[src/rtl/acc_block_mc.sv]
// rtl/acc_block_mc.sv - multi-channel LEN-beat block accumulator with valid/ready result register
// Optional saturation with per-channel overflow flags when ACC_SAT_EN is defined.
module acc_block_mc #(
  parameter int IN_W  = 8,
  parameter int ACC_W = 10,
  parameter int CH    = 2,
  parameter int LEN   = 4
) (
  input  logic                clk,
  input  logic                rst,
  input  logic                clr,
  input  logic                in_valid,
  output logic                in_ready,
  input  logic [CH*IN_W-1:0]  in_data,
  output logic                out_valid,
  input  logic                out_ready,
  output logic [CH*ACC_W-1:0] out_data,
  output logic [CH-1:0]       out_ovf
);

  localparam int CW = $clog2(LEN + 1);
  localparam logic [CW-1:0] LAST = CW'(LEN - 1);

  logic [CW-1:0]    cnt;
  logic [ACC_W-1:0] sum [CH];
  logic [ACC_W-1:0] nxt [CH];
  logic             accept;
  logic             blk_end;

  // Only the block-ending beat stalls, and only if it would overwrite an unconsumed result.
  assign in_ready = !rst && !clr && !((cnt == LAST) && out_valid && !out_ready);
  assign accept   = in_valid && in_ready;
  assign blk_end  = accept && (cnt == LAST);

`ifdef ACC_SAT_EN
  logic [ACC_W:0]   wide [CH];
  logic [CH-1:0]    carry;
  logic [CH-1:0]    sticky;

  // A clamped sum plus any non-zero sample carries out again, so it stays clamped.
  always_comb begin
    for (int c = 0; c < CH; c++) begin
      wide[c]  = {1'b0, sum[c]} + (ACC_W+1)'(in_data[c*IN_W +: IN_W]);
      carry[c] = wide[c][ACC_W];
      nxt[c]   = carry[c] ? {ACC_W{1'b1}} : wide[c][ACC_W-1:0];
    end
  end
`else
  always_comb begin
    for (int c = 0; c < CH; c++) begin
      nxt[c] = sum[c] + ACC_W'(in_data[c*IN_W +: IN_W]);
    end
  end

  assign out_ovf = '0;
`endif

  always_ff @(posedge clk or posedge rst) begin
    if (rst) begin
      cnt       <= '0;
      out_valid <= 1'b0;
      out_data  <= '0;
      for (int c = 0; c < CH; c++) sum[c] <= '0;
`ifdef ACC_SAT_EN
      out_ovf   <= '0;
      sticky    <= '0;
`endif
    end else begin
      if (out_valid && out_ready) out_valid <= 1'b0;
      if (clr) begin
        cnt <= '0;
        for (int c = 0; c < CH; c++) sum[c] <= '0;
`ifdef ACC_SAT_EN
        sticky <= '0;
`endif
      end else if (blk_end) begin
        cnt       <= '0;
        out_valid <= 1'b1;
        for (int c = 0; c < CH; c++) begin
          out_data[c*ACC_W +: ACC_W] <= nxt[c];
          sum[c]                     <= '0;
        end
`ifdef ACC_SAT_EN
        out_ovf <= sticky | carry;
        sticky  <= '0;
`endif
      end else if (accept) begin
        cnt <= cnt + 1'b1;
        for (int c = 0; c < CH; c++) sum[c] <= nxt[c];
`ifdef ACC_SAT_EN
        sticky <= sticky | carry;
`endif
      end
    end
  end

endmodule

[config.mk]
export PLATFORM = sky130hd
export DESIGN_NAME = acc_block_mc
export DESIGN_NICKNAME = d
export VERILOG_FILES = /design/src/rtl/acc_block_mc.sv
export SDC_FILE = /design/constraint.sdc
export NUM_CORES = 1
export LEC_CHECK = 0
export BUFFER_PORTS_ARGS = -buffer_cell sky130_fd_sc_hd__buf_2
export CORE_MARGIN = 1.5
export CORE_UTILIZATION = 52
export CTS_BUF_LIST = sky130_fd_sc_hd__clkbuf_2
export CTS_CLUSTER_DIAMETER = 200
export DETAILED_ROUTE_END_ITERATION = 8
export PLACE_DENSITY = 0.79
export SYNTH_ARGS = -nofsm -noshare
export SYNTH_HDL_FRONTEND = slang
export SYNTH_SLANG_ARGS = --single-unit
export TNS_END_PERCENT = 30
[constraint.sdc]
create_clock -name clk -period 1.9 [get_ports clk]
set_clock_uncertainty 0.15 [all_clocks]
set_input_delay 0.095 -clock clk [delete_from_list [all_inputs] [get_ports clk]]
set_output_delay 0.095 -clock clk [all_outputs]
set_load 0.05 [all_outputs]
==> qor.yml <==
maxSlewViolCount: 0
ff2ff_setup_slack_ns: -0.30
core-area_um2: 4440
crit_path_start_kind: "flip-flop"
place.gp.congestion: 0.836
status: "finished with violations"
wire_per_inst_um: 15.2
synth_top_area_share: 0.448
htree_levels: 2
syn_area_um2: 2460
crit_fanout: 3
synthCells: 237
leakage_nw: 1.63
synth_edf_count: 0
worst-setup-path-type: "reg -> reg"
dpl-instance-area_um2: 2850
ios: 45
synth_top_area_cell: "dfrtp_1"
antenna_found_initial: 0
grt_pass1_vias: 1990
hp-class: "in -> reg"
hpwl_mm: 3.71
yosys-top-cells-area: "dfrtp_1 45%, ha_1 8.6%, mux2_2 5.0%"
die-area_um2: 5150
drive_above_1_share: 0.386
vias_per_cell: 5.61
powerDensity_nw_per_um2: 615
layout_commonest_cell: "dfrtp_1"
synth_cell_types: 40
clk_path_buf_depth: 2
ir_worst_vdd_mv: 0.356
async_flop_share: 1.00
maxClockFrequency_mhz: 455
rr_worst_depth: 8
cp-end-kind: "flip-flop"
grt_use_total: 0.225
fin_nets: 350
fillCellCount: 320
fin_crit_sh: 1.16
clk_pin_slew_ns: 0.21
tritoncts: "built"
hold_depth: 4
numCtsBuffers: 5
grt_overflow: 0
synth_seq_cells: 44
grt_max_degree: 45
regArea_um2: 1100
yosys_warnings: 0
synth-seq-area-share: 0.448
clkSinkCount: 44
syn_area_per_cell_um2: 10.4
final_core_util: 0.717
crit_required_ns: 2.07
antenna-diode-count: 0
fin_area_um2: 3190
drtPass1Iterations: 6
port_buffers: 42
arrival_ns: 2.37
violations: "design-rule violations, negative setup slack"
grt_pass1_wl_mm: 9.09
die_h_um: 71.8
rows: 24
drtAntennaViolNets: 0
multi_input_area_um2: 1450
fin_crit_ns: 2.20
final_hold_viol_count: 0
via_count: 2038
post-route-drc-count: 1
max-cap-violations: 0
die_w_um: 71.8
wl_mm: 5.50
finalPower_mw: 1.96
syn2layout_area_growth_pct: 29.6
max-slew-margin-rel: 0.646
clkLatencyLatePin_ns: 0.40
mostFrequentLayoutCells: "44 x dfrtp_1, 41 x buf_2, 23 x buf_4"
drt_iter0_drc: 83
setup_viol: 18
cts_root_buffer: "clkbuf_2"
rsz0062_at_grt: "true"
initial_core_util: 0.553
synthFlopType: "dfrtp_1"
setup_slack_ns: -0.296
post-place-ws_ns: -0.241
worst_slew_pin_slew_ns: 0.531
## cell usage after synthesis (3+ instances only)
master and instances:
a211oi_1 5, a21o_1 9, a21oi_1 12, a22o_1 11, buf_2 3, clkbuf_1 3, dfrtp_1 44, ha_1 17
inv_1 11, mux2_2 11, nand2_1 22, nand2b_1 4, nor2_1 10, nor2b_1 4, nor3_1 3, o21ai_0 20
or2_2 4, xnor2_1 9, xor2_1 4
## area by class of cell
type / count / area share
multi-input combinational: 174 / 0.456
sequential: 44 / 0.345
inverter: 11 / 0.0130
clock inverter: 3 / 0.00432
clock buffer: 5 / 0.00785
timing repair buffer: 74 / 0.153
tap: 52 / 0.0204
## final timing paths
check / startpoint / endpoint
worst min register to register: out_data[11] / out_data[11]
worst max-delay path: sum[0] / out_data[16]
min in group asynchronous: rst / cnt[2]
worst max register to register: sum[0] / out_data[16]
worst min-delay path: in_data[9] / sum[1]
max in group asynchronous: rst / sum[13]
## state kept, by name, summed over array words and instances (netlist names)
signal,count
cnt,3
out_data,20
out_valid,1
sum,20
## cell families (layout without fill, tap and decap cells)
family / Yosys count / count (layout) / share of synthesized area
simple gates: 56 / 56 / 0.114
xor+xnor: 13 / 13 / 0.0463
compound gates: 73 / 73 / 0.199
fa+ha+maj: 19 / 19 / 0.103
other cells: 1 / 2 / 0.00152
mux: 11 / 11 / 0.0504
flops: 44 / 44 / 0.448
buf+inv: 20 / 93 / 0.0381
## per-layer routing
metal	wire length (µm)	vias up	global-route usage
met2	2600	54	0.359
li1	-	991	-
met5	0	-	0
met4	133	0	0.0964
met1	2580	982	0.311
met3	188	11	0.0267
## worst max-delay path, stage by stage (launching register included)
cell and delay [ns]:
dfrtp_1 0.45, ha_4 0.17, inv_2 0.04, fa_2 0.34
nor2b_2 0.15, o31a_1 0.27, o22ai_2 0.12, xnor2_1 0.16
mux2_2 0.26
## metrics by stage
stage | TNS (ns) | instances | hold slack (ns)
2_1_floorplan | -0.271 | 238 | 0.00814
3_3_place_gp | -1.35 | 341 | 0.154
3_5_place_dp | -1.84 | 341 | 0.166
4_1_cts | -1.25 | 360 | 0.000473
5_1_grt | -3.95 | 363 | 0.0427
6_report | -2.02 | 363 | 0.0227
## power by group
part           total [mW]  leakage, nW  switching (mW)  internal, mW
Sequential           1.01        0.606          0.0335         0.979
Clock               0.375       0.0302           0.292        0.0826
Combinational       0.573        0.992           0.312         0.261
Total                1.96         1.63           0.637          1.32
## timing repair
item                                   CTS  global route
setup endpoints to repair               23            24
hold buffers                             8             0
buffers inserted                         3             3
pin swaps                               16            14
endpoints found under the hold margin   53             0
resized for setup                       22            13
(Power assumes the default switching activity.)
